===== config.mk =====
export PLATFORM = sky130hd
export DESIGN_NAME = cam_sensor_emu_flat
export DESIGN_NICKNAME = d
export VERILOG_FILES = /design/src/rtl/cam_sensor_emu_if.sv /design/src/rtl/cam_sensor_emu.sv /design/src/flat_wrapper.sv
export SDC_FILE = /design/constraint.sdc
export NUM_CORES = 1
export LEC_CHECK = 0
export CORE_AREA = 2 2 82 84
export DETAILED_ROUTE_END_ITERATION = 10
export DIE_AREA = 0 0 84 86
export PLACE_DENSITY = 0.67
export SLEW_MARGIN = 20
export SYNTH_ARGS = -nofsm -noshare
export SYNTH_HDL_FRONTEND = slang
export SYNTH_SLANG_ARGS = --single-unit

===== constraint.sdc =====
create_clock -name clk -period 2.7 [get_ports clk]
set_input_delay 0.81 -clock clk [delete_from_list [all_inputs] [get_ports clk]]
set_output_delay 0.81 -clock clk [all_outputs]
set_load 0.005 [all_outputs]

===== src/rtl/cam_sensor_emu_if.sv =====
// rtl/cam_sensor_emu_if.sv - OV-style camera bus (VSYNC/HREF/DATA) shared by emulator and consumers
interface cam_sensor_emu_if;
  logic       VSYNC;
  logic       HREF;
  logic [7:0] DATA;

  modport master (output VSYNC, HREF, DATA);
  modport slave  (input  VSYNC, HREF, DATA);
endinterface


===== src/rtl/cam_sensor_emu.sv =====
// rtl/cam_sensor_emu.sv - synthetic camera source producing OV-style frame timing and deterministic pixel patterns
module cam_sensor_emu #(
  parameter int H_ACTIVE    = 1280,
  parameter int H_BLANK     = 144,
  parameter int VSYNC_LINES = 3,
  parameter int V_BACK      = 17,
  parameter int V_ACTIVE    = 480,
  parameter int V_FRONT     = 10
) (
  input  logic                   clk,
  input  logic                   reset_n,
  input  logic                   enable,
  input  logic [1:0]             pattern_sel,
  cam_sensor_emu_if.master       cam,
  output logic                   busy,
  output logic                   frame_done,
  output logic [15:0]            frame_cnt
);

  localparam int          LINE_LEN  = H_ACTIVE + H_BLANK;
  localparam logic [11:0] H_LAST    = 12'(LINE_LEN - 1);
  localparam logic [11:0] H_ACT     = 12'(H_ACTIVE);
  localparam logic [10:0] VS_LAST   = 11'(VSYNC_LINES - 1);
  localparam logic [10:0] VB_LAST   = 11'(V_BACK - 1);
  localparam logic [10:0] VA_LAST   = 11'(V_ACTIVE - 1);
  localparam logic [10:0] VF_LAST   = 11'(V_FRONT - 1);

  typedef enum logic [2:0] {S_IDLE, S_VSYNC, S_VBACK, S_ACTIVE, S_VFRONT} state_t;

  state_t      state, state_n;
  logic [11:0] h_cnt, h_n;
  logic [10:0] line_cnt, line_n;
  logic [1:0]  pat_q;
  logic        latch_pat;
  logic        line_end;
  logic        vsync_d, href_d, busy_d, done_d;
  logic [7:0]  data_d;

  assign line_end = (h_cnt == H_LAST);

  // Outputs are decoded from the current position and registered, so they trail the counters by one edge.
  always_comb begin
    state_n   = state;
    h_n       = line_end ? 12'd0 : h_cnt + 12'd1;
    line_n    = line_end ? line_cnt + 11'd1 : line_cnt;
    latch_pat = 1'b0;
    done_d    = 1'b0;
    case (state)
      S_IDLE: begin
        h_n    = 12'd0;
        line_n = 11'd0;
        if (enable) begin
          state_n   = S_VSYNC;
          latch_pat = 1'b1;
        end
      end
      S_VSYNC: if (line_end && line_cnt == VS_LAST) begin
        state_n = S_VBACK;
        line_n  = 11'd0;
      end
      S_VBACK: if (line_end && line_cnt == VB_LAST) begin
        state_n = S_ACTIVE;
        line_n  = 11'd0;
      end
      S_ACTIVE: if (line_end && line_cnt == VA_LAST) begin
        state_n = S_VFRONT;
        line_n  = 11'd0;
      end
      S_VFRONT: if (line_end && line_cnt == VF_LAST) begin
        done_d    = 1'b1;
        line_n    = 11'd0;
        state_n   = enable ? S_VSYNC : S_IDLE;
        latch_pat = enable;
      end
      default: state_n = S_IDLE;
    endcase

    vsync_d = (state == S_VSYNC);
    busy_d  = (state != S_IDLE);
    href_d  = (state == S_ACTIVE) && (h_cnt < H_ACT);
    data_d  = 8'h00;
    if (href_d) begin
      case (pat_q)
        2'd0:    data_d = h_cnt[7:0];
        2'd1:    data_d = line_cnt[7:0];
        2'd2:    data_d = h_cnt[7:0] ^ frame_cnt[7:0];
        default: data_d = h_cnt[0] ? 8'hAA : 8'h55;
      endcase
    end
  end

  always_ff @(posedge clk or negedge reset_n) begin
    if (!reset_n) begin
      state      <= S_IDLE;
      h_cnt      <= '0;
      line_cnt   <= '0;
      pat_q      <= '0;
      cam.VSYNC  <= 1'b0;
      cam.HREF   <= 1'b0;
      cam.DATA   <= '0;
      busy       <= 1'b0;
      frame_done <= 1'b0;
      frame_cnt  <= '0;
    end else begin
      state      <= state_n;
      h_cnt      <= h_n;
      line_cnt   <= line_n;
      if (latch_pat) pat_q <= pattern_sel;
      cam.VSYNC  <= vsync_d;
      cam.HREF   <= href_d;
      cam.DATA   <= data_d;
      busy       <= busy_d;
      frame_done <= done_d;
      frame_cnt  <= frame_cnt + {15'd0, done_d};
    end
  end

endmodule


===== src/flat_wrapper.sv =====
// flat-port wrapper written by rule: the top's interface ports become plain ports
module cam_sensor_emu_flat 
#(
  parameter int H_ACTIVE    = 1280,
  parameter int H_BLANK     = 144,
  parameter int VSYNC_LINES = 3,
  parameter int V_BACK      = 17,
  parameter int V_ACTIVE    = 480,
  parameter int V_FRONT     = 10
)
  (clk, reset_n, enable, pattern_sel, busy, frame_done, frame_cnt, cam_VSYNC, cam_HREF, cam_DATA);
  cam_sensor_emu_if cam_i ();
  input  logic clk;
  input  logic reset_n;
  input  logic enable;
  input  logic [1:0] pattern_sel;
  output logic busy;
  output logic frame_done;
  output logic [15:0] frame_cnt;
  output wire logic [$bits(cam_i.VSYNC)-1:0] cam_VSYNC;
  output wire logic [$bits(cam_i.HREF)-1:0] cam_HREF;
  output wire logic [$bits(cam_i.DATA)-1:0] cam_DATA;
  assign cam_VSYNC = cam_i.VSYNC;
  assign cam_HREF = cam_i.HREF;
  assign cam_DATA = cam_i.DATA;
  cam_sensor_emu #(.H_ACTIVE(H_ACTIVE), .H_BLANK(H_BLANK), .VSYNC_LINES(VSYNC_LINES), .V_BACK(V_BACK), .V_ACTIVE(V_ACTIVE), .V_FRONT(V_FRONT)) u_core (.clk(clk), .reset_n(reset_n), .enable(enable), .pattern_sel(pattern_sel), .cam(cam_i), .busy(busy), .frame_done(frame_done), .frame_cnt(frame_cnt));
endmodule

# Word level (Yosys, flattened, before mapping)
# Cells that the tools add are included.
op_classes:
  add_sub_neg: 3
  n_mul: 0
  div: 0
  order_cmp: 1
  n_eq_ne: 16
  n_shift: 0
  muxes: 23
  bitwise: 1
  reduce_logical: 9
op_table:
  columns: ["op", "n"]
  rows:
  - ["2-to-1 mux 11 bit", 5]
  - ["one-hot mux 11 bit (5 select lines)", 1]
  - ["2-to-1 mux 12 bit", 2]
  - ["one-hot mux 8 bit (3 select lines)", 1]
  - ["adder 16 x 1 -> 16 bit", 1]
  - ["2-to-1 mux 8 bit", 2]
  - ["2-to-1 mux 3 bit", 5]
  - ["one-hot mux 3 bit (5 select lines)", 1]
  - ["adder 12 x 1 -> 12 bit (second input constant)", 1]
  - ["equality test 12 x 11 -> 1 bit (second input constant)", 1]
  - ["< comparator 12 x 11 -> 1 bit (second input constant)", 1]
  - ["adder 11 x 1 -> 11 bit (second input constant)", 1]
  - ["equality test 11 x 2 -> 1 bit (second input constant)", 1]
  - ["equality test 11 x 4 -> 1 bit (second input constant)", 1]
  - ["equality test 11 x 5 -> 1 bit (second input constant)", 1]
  - ["equality test 11 x 9 -> 1 bit (second input constant)", 1]
  - ["XOR 8 bit", 1]
  - ["equality test 3 x 2 -> 1 bit (second input constant)", 2]
  - ["!= test 2 x 1 -> 1 bit (second input constant)", 3]
  - ["logical AND 1 bit", 5]
  - ["2-to-1 mux 1 bit", 5]
  - ["AND reduction 5 bit", 1]
  - ["!= test 2 bit (second input constant)", 2]
  - ["equality test 3 x 1 -> 1 bit (second input constant)", 1]
  - ["7 further kinds", 7]
totals:
  reg_bits: 56
  latch_bits: 0
  ram_bits: 0
  mem_bits_ro: 0
  input_bits: 5
  out_inout_bits: 28
  word_cells: 63
  memories: 0

# Depth between registers and ports, before layout
# Gate-level depths: netlist of the first run.
depth:
  word_depth: 5
  mapped_depth: 11
  depth_no_buf: 11

# Worst setup path after synthesis of the first run
# No wires, ideal clock.
synth_timing:
  path_type: "register to register"
  startpoint: "register u_core.h_cnt[6]"
  endpoint: "register u_core.frame_cnt[14]"
  setup_time_ps: 123
  arrival_time_ps: 2830
  required_time_ps: 2577
  slack_ps: -253
  stages_incl_launch_ff: 11
  n_path_buf: 0
  period_less_slack_ps: 2953
  cell_sequence: "dfrtp_1 or4b_4 nor3_2 nand4_1 nor4_1 ha_1 ha_1 and3_1 nor2b_1 nand4_1 xnor2_1"
synth_via:
  elab_chain_len: 5
synth_lines:
  columns: ["element", "line_no", "source"]
  rows:
  - ["start: declaration", "cam_sensor_emu.sv:31", "logic [11:0] h_cnt, h_n;"]
  - ["start signal: assignment", "cam_sensor_emu.sv:106", "h_cnt <= h_n;"]
  - ["equality test 12 x 11 -> 1 bit", "cam_sensor_emu.sv:39", "assign line_end = (h_cnt == H_LAST);"]
  - ["logical AND 1 bit", "cam_sensor_emu.sv:69", "S_VFRONT: if (line_end && line_cnt == VF_LAST) begin"]
  - ["2-to-1 mux 1 bit", "cam_sensor_emu.sv:69", null]
  - ["2-to-1 mux 1 bit", "cam_sensor_emu.sv:48", "case (state)"]
  - ["named net u_core.done_d", "cam_sensor_emu.sv:36", "logic vsync_d, href_d, busy_d, done_d;"]
  - ["adder 16 x 1 -> 16 bit", "cam_sensor_emu.sv:114", "frame_cnt <= frame_cnt + {15'd0, done_d};"]
  - ["end signal: assignment", "cam_sensor_emu.sv:114", null]
  - ["end: declaration", "cam_sensor_emu.sv:17", "output logic [15:0] frame_cnt"]
# The timed path passes the listed nets, and every way through them passes these cells.
# A chain may end at the register's enable or synchronous reset.

# Worst setup path in the final report of the first run
layout_timing:
  startpoint: "register u_core.h_cnt[11]"
  endpoint: "register u_core.frame_cnt[14]"
# The elaborated chain is that of the path after synthesis.

==> summary.txt, run 1 <==
Global route
  • Remaining global-route overflow: 0
  • First-pass GRT wire length: around 10 mm
  • Total Routing Usage GR: 17.4%
  • Initial antenna violation count: 0
  • Vias in the first global route: 2052
  • Pin count of the biggest net entering global routing: 31

Setup path
  • Startpoint Class: flip-flop
  • WP data arrival: 2.81 ns
  • R2R cell count: 10
  • Cell Chain, Critical Path: or4b_4 -> nor3_4 -> nand4_1 -> nor4_4 -> ha_2 -> ha_4 -> and3_4 -> nor2b_4 -> nand4_1 -> xnor2_1
  • Flop2flop setup slack: 0.09 ns
  • R2R Path Start: u_core.h_cnt[11]
  • CP bufs+invs: 0
  • Top delay family on crit path: simple AND/OR/NAND/NOR gates
  • Crit Path Category: flip-flop to flip-flop
  • Crit-path slowest cell: or4b_4
  • Crit path top cell by count: nand4_1
  • Crit end category: flip-flop
  • Worst reg2reg endpoint: u_core.frame_cnt[14]
  • Max incr delay on CP: 0.57 ns
  • CP Max Fanout: 3
  • WP data required: 2.90 ns

Clock network
  • Clk pin slew, worst setup/hold paths: roughly 0.090 ns
  • H-tree levels: 2
  • TritonCTS clock tree: yes
  • Clock Latency Late Sink: just over 0.3 ns
  • Clk sinks: 56
  • Clock root buffer: clkbuf_8
  • CTS max path bufs: 2
  • CTS Buf Count: 5

Die
  • Die W: between 80 and 90 microns
  • # IOs: 33
  • Core area: 6280 sq um
  • Starting Density: 44.1%
  • Core Rows: 29
  • Height of the chip: between 80 and 90 microns
  • Full die area: 7220 sq um

Min path
  • Hold_sp: u_core.frame_cnt[15]
  • Worst hold path class: flip-flop to flip-flop
  • WHS Endpoint: u_core.frame_cnt[15]
  • Worst hold path depth: 1

Route
  • DRT iter0 DRCs: 160
  • Via count: 2079
  • Via-per-instance ratio: between 5 and 6
  • Final ANT Viol Nets: 0
  • DRT Wirelength: 5.85 mm
  • Pre-Repair DR Iteration Count: 4
  • WL per Instance: 14.7 microns
  • DR DRC count: 0

Placed design
  • # placed instances: just under 400
  • Placer congestion estimate: ~0.90
  • Detailed placement HPWL: 4.37 mm
  • Pre-CTS setup slack: -0.0172 ns
  • Port Buf Inserts: 32
  • Placed Instance Area: 3360 sq um

Power and ir drop
  • IR drop worst, VDD: 0.247 mV
  • P per Cell Area: around 490 nW/um^2
  • Final Power: 0.00172 W
  • Pleak: 1.52 nW

Cells and area
  • Fill cell count: between 500 and 600
  • Fin cells: roughly 400
  • Area occupied by multi-input gates: 1350 sq um
  • Final instance area: 3520 sq um
  • Area growth from synthesis to layout: 27.0%
  • Diodes inserted: 0
  • Reg area: 1400 sq um
  • Layout cells sized above 1: 16.8%
  • Final nets: 333

STA
  • Fin crit share: 96.8%
  • Final Setup Violations: 0
  • Slew at the pin closest to its max-slew limit: ~0.66 ns
  • Final Max Slew Viols: 0
  • Timing-limited maximum frequency: 383 MHz
  • RSZ-0062 raised after global routing: yes
  • Setup Skew: 0.00622 ns
  • Setup WS post-layout: 0.0859 ns
  • Slew margin rel.: a little under three fifths
  • Setup_tns: 0 ns
  • Fin crit period: 2.61 ns
  • Hold Violations, Final: 0

Yosys
  • Post-synth EDFFs: 0
  • Synth warn: 0
  • Largest cells by area after synthesis: dfrtp_1 51%, xnor2_1 9.2%, xor2_1 3.8%
  • Synth cell count leaders: 56 x dfrtp_1, 29 x xnor2_1, 24 x nor2_1, 22 x nand2_1, 16 x nand3_1
  • Yosys reg bits: 56
  • Post-Syn Area: 2770 sq um
  • Sequential element share of the synthesized area: 50.6%
  • Post-synth top area share: about 51%
  • Mapped Cells: roughly 270
  • Average size of a mapped cell: between 10 and 15 sq um
  • Most used DFF post-synth: dfrtp_1
  • Yosys cell types: 42
  • Ys async rst share: 100%
  • Synth Net Count: 278
  • Synth area leader: dfrtp_1
  • Most frequent cell after synthesis: dfrtp_1

Run
  • Max-Cap Viols: 0

Status
  • Status: complete, no violations
-- flip-flops by register name, summed over array words and instances (netlist names) --
name / cells
u_core.busy: 1
u_core.cam.HREF: 1
u_core.pat_q: 2
u_core.h_cnt: 12
u_core.cam.VSYNC: 1
u_core.frame_done: 1
u_core.line_cnt: 11
u_core.cam.DATA: 8
u_core.frame_cnt: 16
u_core.state: 3
-- metrics by stage --
stage          hold slack [ns]  utilization (%)
2_1_floorplan            0.465                -
3_3_place_gp             0.456             53.6
3_5_place_dp             0.467             53.6
4_1_cts                  0.481             55.5
5_1_grt                  0.498             56.0
6_report                 0.481             56.0
-- metal layers --
metal | GRT usage [%] | up-vias | share of wire (%)
li1 | - | 1043 | -
met2 | 28.3 | 44 | 47
met3 | 3.37 | 6 | 3.0
met4 | 4.99 | 0 | 1.1
met1 | 23.9 | 986 | 48
met5 | 0 | - | 0
-- worst max path at each step --
| stage | startpoint | end | cells past startpoint |
|---|---|---|---|
| floorplan | u_core.h_cnt[6] | u_core.frame_cnt[14] | 10 |
| global placement | u_core.h_cnt[11] | u_core.frame_cnt[14] | 10 |
| detailed placement | u_core.h_cnt[11] | u_core.frame_cnt[14] | 10 |
| CTS | u_core.h_cnt[11] | u_core.frame_cnt[14] | 10 |
| global route | u_core.h_cnt[11] | u_core.frame_cnt[14] | 10 |
| finish | u_core.h_cnt[11] | u_core.frame_cnt[14] | 10 |
-- cell type report --
type / instances / share of cell area, %
sequential: 56 / 39.9
multi-input combinational: 191 / 38.4
timing repair buffer: 59 / 15.1
tap: 77 / 2.74
clock buffer: 5 / 1.96
clock inverter: 3 / 1.21
inverter: 7 / 0.747
-- logic make-up (layout without fill, tap and decap cells) --
logic type / after synthesis / in the layout / synth area share, %
flops: 56 / 56 / 50.6
xor+xnor: 41 / 41 / 13.0
simple gates: 102 / 102 / 19.3
compound gates: 35 / 35 / 8.50
fa+ha+maj: 8 / 8 / 3.62
mux: 5 / 5 / 1.90
buf+inv: 18 / 74 / 3.03
-- power by group --
| part | switching (W) | leakage (nW) | internal, W |
|---|---|---|---|
| sequential | 0.0000649 | 0.758 | 0.000881 |
| clock | 0.000275 | 0.0541 | 0.000275 |
| combinational | 0.000115 | 0.707 | 0.000112 |
-- worst register-to-register path, stage by stage (launching register included) --
cell	delay, ns
dfrtp_1	0.40
or4b_4	0.57
nor3_4	0.14
nand4_1	0.20
nor4_4	0.24
ha_2	0.25
ha_4	0.13
and3_4	0.18
nor2b_4	0.13
nand4_1	0.12
xnor2_1	0.15
-- timing repair --
item                       4_1_cts  5_1_grt
setup endpoints to repair        2        5
hold buffers                     0        0
resized for setup                1        5
pin swaps                        1        1
buffers inserted                 0        2
-- cell usage in the layout (no fill, tap or decap), types with 3 or more instances in the layout --
cell,count
a21oi_1,14
and3_1,3
buf_4,26
clkbuf_8,5
clkdlybuf4s50_1,31
dfrtp_1,56
ha_1,5
inv_1,7
mux2i_1,3
nand2_1,22
nand3_1,16
nand4_1,9
nor2_1,22
nor3_1,5
nor4_1,5
o21ai_0,3
o221a_2,3
o22ai_1,4
xnor2_1,29
xor2_1,12
(Power assumes the default switching activity.)
==> run 2, diff against run 1 <==
--- a/config.mk
+++ b/config.mk
@@ -5,10 +5,12 @@
 export SDC_FILE = /design/constraint.sdc
 export NUM_CORES = 1
 export LEC_CHECK = 0
-export CORE_AREA = 2 2 82 84
+export CELL_PAD_IN_SITES_DETAIL_PLACEMENT = 0
+export CELL_PAD_IN_SITES_GLOBAL_PLACEMENT = 1
+export CORE_AREA = 2 2 88 90
 export DETAILED_ROUTE_END_ITERATION = 10
-export DIE_AREA = 0 0 84 86
-export PLACE_DENSITY = 0.67
+export DIE_AREA = 0 0 90 92
+export PLACE_DENSITY = 0.72
 export SLEW_MARGIN = 20
 export SYNTH_ARGS = -nofsm -noshare
 export SYNTH_HDL_FRONTEND = slang
==> summary.txt, run 2 (synthesized netlist as in run 1, its figures left out) <==
STA
  • RSZ-0062 raised after global routing: yes
  • Worst hold margin: 0.471 ns (-0.0105 ns)
  • Final Setup Violations: 0 (unchanged)
  • Slew margin rel.: 68.3% (+12 points)
  • Setup Skew: 0.00953 ns (+0.00331 ns)
  • Fin crit period: 2.60 ns (-0.0175 ns)
  • Hold Violations, Final: 0 (unchanged)
  • Final Max Slew Viols: 0 (unchanged)
  • Setup WS post-layout: 0.103 ns (+0.0175 ns)
  • Timing-limited maximum frequency: 385 MHz (+0.67%)
  • Slew at the pin closest to its max-slew limit: 0.472 ns (-0.187 ns)
  • Fin crit share: 96.2% (-0.65 points)

Placed design
  • # placed instances: 414 (+6.7%)
  • Detailed placement HPWL: 4.70 mm (+7.5%)
  • Placed Instance Area: 3390 sq um (+0.78%)
  • Pre-CTS setup slack: 0.00444 ns (+0.0217 ns)
  • Placer congestion estimate: 0.755 (-16%)
  • Port Buf Inserts: 32 (unchanged)

Route
  • WL per Instance: 14.7 microns (-0.29%)
  • WL met2: 3.01 mm (+8.4%)
  • Final ANT Viol Nets: 0 (unchanged)
  • DR DRC count: 0 (unchanged)
  • Routed met3 length: 138 microns (-21%)
  • DRT Wirelength: 6.23 mm (+6.5%)
  • Via count: 2140 (+2.9%)
  • WL met1: 3.03 mm (+6.9%)
  • Top sig layer: met4
  • DRT iter0 DRCs: 63 (-61%)
  • Pre-Repair DR Iteration Count: 4 (unchanged)
  • Via-per-instance ratio: 5.04 (-3.6%)

Cells and area
  • Area occupied by multi-input gates: 1330 sq um (-1.3%)
  • Fill cell count: 682 (+24%)
  • Fin cells: 425 (+6.8%)
  • Number of flip-flops in the largest register: 16 (unchanged)
  • Top reg by flops: u_core.frame_cnt
  • Largest registers: u_core.frame_cnt: 16 flops, u_core.h_cnt: 12 flops, u_core.line_cnt: 11 flops
  • Reg area: 1400 sq um (unchanged)
  • Most common cell after layout, fill and taps aside: dfrtp_1
  • Diodes inserted: 0 (unchanged)
  • Area growth from synthesis to layout: 27.1% (about the same)
  • Most frequent cells in the layout: 56 x dfrtp_1, 31 x clkdlybuf4s50_1, 29 x xnor2_1, 29 x buf_4, 24 x nor2_1
  • Layout cells sized above 1: 16.1% (-0.72 points)
  • Final nets: 335 (+0.60%)
  • Final instance area: 3520 sq um (about the same)

Clock network
  • CTS max path bufs: 2 (unchanged)
  • TritonCTS clock tree: yes
  • CTS Buf Count: 5 (unchanged)
  • Clock Latency Late Sink: 0.31 ns (about the same)
  • H-tree levels: 2 (unchanged)
  • Clock root buffer: clkbuf_8
  • Clk pin slew, worst setup/hold paths: 0.10 ns (about the same)
  • Clk sinks: 56 (unchanged)

Die
  • Height of the chip: 92 microns (+7.0%)
  • # IOs: 33 (unchanged)
  • Die W: 90 microns (+7.1%)
  • Core area: 7450 sq um (+19%)
  • Starting Density: 37.2% (-6.9 points)
  • Full die area: 8280 sq um (+15%)
  • Core Rows: 32 (+10%)

Power and ir drop
  • IR drop worst, VDD: 0.216 mV (-13%)
  • Psw: 0.000461 W (+1.4%)
  • Int Pwr: 0.00120 W (-5.3%)
  • P per Cell Area: 472 nW/um^2 (-3.6%)
  • Combinational power share: 13.6% (+0.4 points)
  • Pleak: 1.51 nW (-0.42%)
  • Register share of total power: 57.1% (+2.2 points)
  • Sw Ratio: 27.8% (+1.4 points)
  • Clock power share: 29.2% (-2.7 points)

Setup path
  • Crit Path Category: flip-flop to flip-flop
  • WP data arrival: 2.80 ns (about the same)
  • WP data required: 2.90 ns (about the same)
  • R2R Path Start: u_core.h_cnt[11]
  • Startpoint Class: flip-flop
  • R2R cell count: 11 (+1)
  • CP Capture Point: u_core.frame_cnt[14]
  • Crit end category: flip-flop
  • CP Max Fanout: 3 (unchanged)
  • CP startpoint: u_core.h_cnt[11]
  • Worst reg2reg endpoint: u_core.frame_cnt[14]
  • Flop2flop setup slack: 0.10 ns (+0.02 ns)

Min path
  • Worst hold path depth: 1 (unchanged)
  • Worst hold path class: flip-flop to flip-flop
  • Hold_sp: u_core.frame_cnt[15]

Status
  • Status: complete, no violations

Global route
  • Pin count of the biggest net entering global routing: 29 (-6.5%)
  • Initial antenna violation count: 0 (unchanged)
  • Vias in the first global route: 2250 (+9.6%)
  • Total Routing Usage GR: 16.1% (-1.3 points)
  • Remaining global-route overflow: 0 (unchanged)
  • First-pass GRT wire length: 11.0 mm (+9.8%)

Run
  • Max-Cap Viols: 0 (unchanged)
-- run 2: worst min path at each step --
stage	to
final	u_core.frame_cnt[15]
after global routing	u_core.frame_cnt[15]
after CTS	u_core.frame_cnt[15]
after detailed placement	u_core.frame_cnt[15]
after global placement	u_core.frame_cnt[15]
after floorplan	u_core.frame_cnt[15]
-- run 2: stage by stage --
step / utilization [%] / power (W) / TNS (ns)
after global routing: 47.2 / 0.00175 / -0.226
after global placement: 45.5 / 0.00119 / 0
after detailed placement: 45.5 / 0.00119 / 0
after floorplan: - / 0.00111 / -0.0217
after CTS: 46.8 / 0.00169 / 0
final: 47.2 / 0.00166 / 0
-- run 2: repair_timing --
| item | 4_1_cts | 5_1_grt |
|---|---|---|
| endpoints found under the hold margin | 0 | 0 |
| setup buffers | 0 | 3 |
| pin swaps | 1 | 2 |
| hold buffers | 0 | 0 |
| endpoints found under the setup margin | 1 | 7 |
| gates resized for setup | 0 | 1 |
-- run 2: area by class of cell --
type / instances / share of cell area [%]
tap: 102 / 3.63
clock buffer: 6 / 2.35
multi-input combinational: 191 / 37.9
inverter: 7 / 0.747
clock inverter: 2 / 0.427
timing repair buffer: 61 / 15.1
sequential: 56 / 39.8
-- run 2: power by group through the flow --
stage	Combinational [W]	Clock, W	Sequential [W]
3_3_place_gp	0.000226	0	0.000964
5_1_grt	0.000260	0.000535	0.000959
4_1_cts	0.000229	0.000508	0.000949
2_1_floorplan	0.000177	0	0.000935
3_5_place_dp	0.000228	0	0.000966
6_report	0.000226	0.000486	0.000949
-- run 2: worst max-delay path, stage by stage, from the launching register on --
cell,delay (ns)
dfrtp_1,0.41
or4b_4,0.57
nor3_4,0.15
nand4_1,0.15
nor4_2,0.18
buf_4,0.18
ha_4,0.14
ha_4,0.12
and3_4,0.18
nor2b_4,0.14
nand4_1,0.12
xnor2_1,0.14
-- run 2: metal layers --
metal  GRT usage (%)  up-vias
met2            27.1       28
met3            2.30        5
met5               0        -
met1            22.0     1064
li1                -     1043
met4            3.85        0
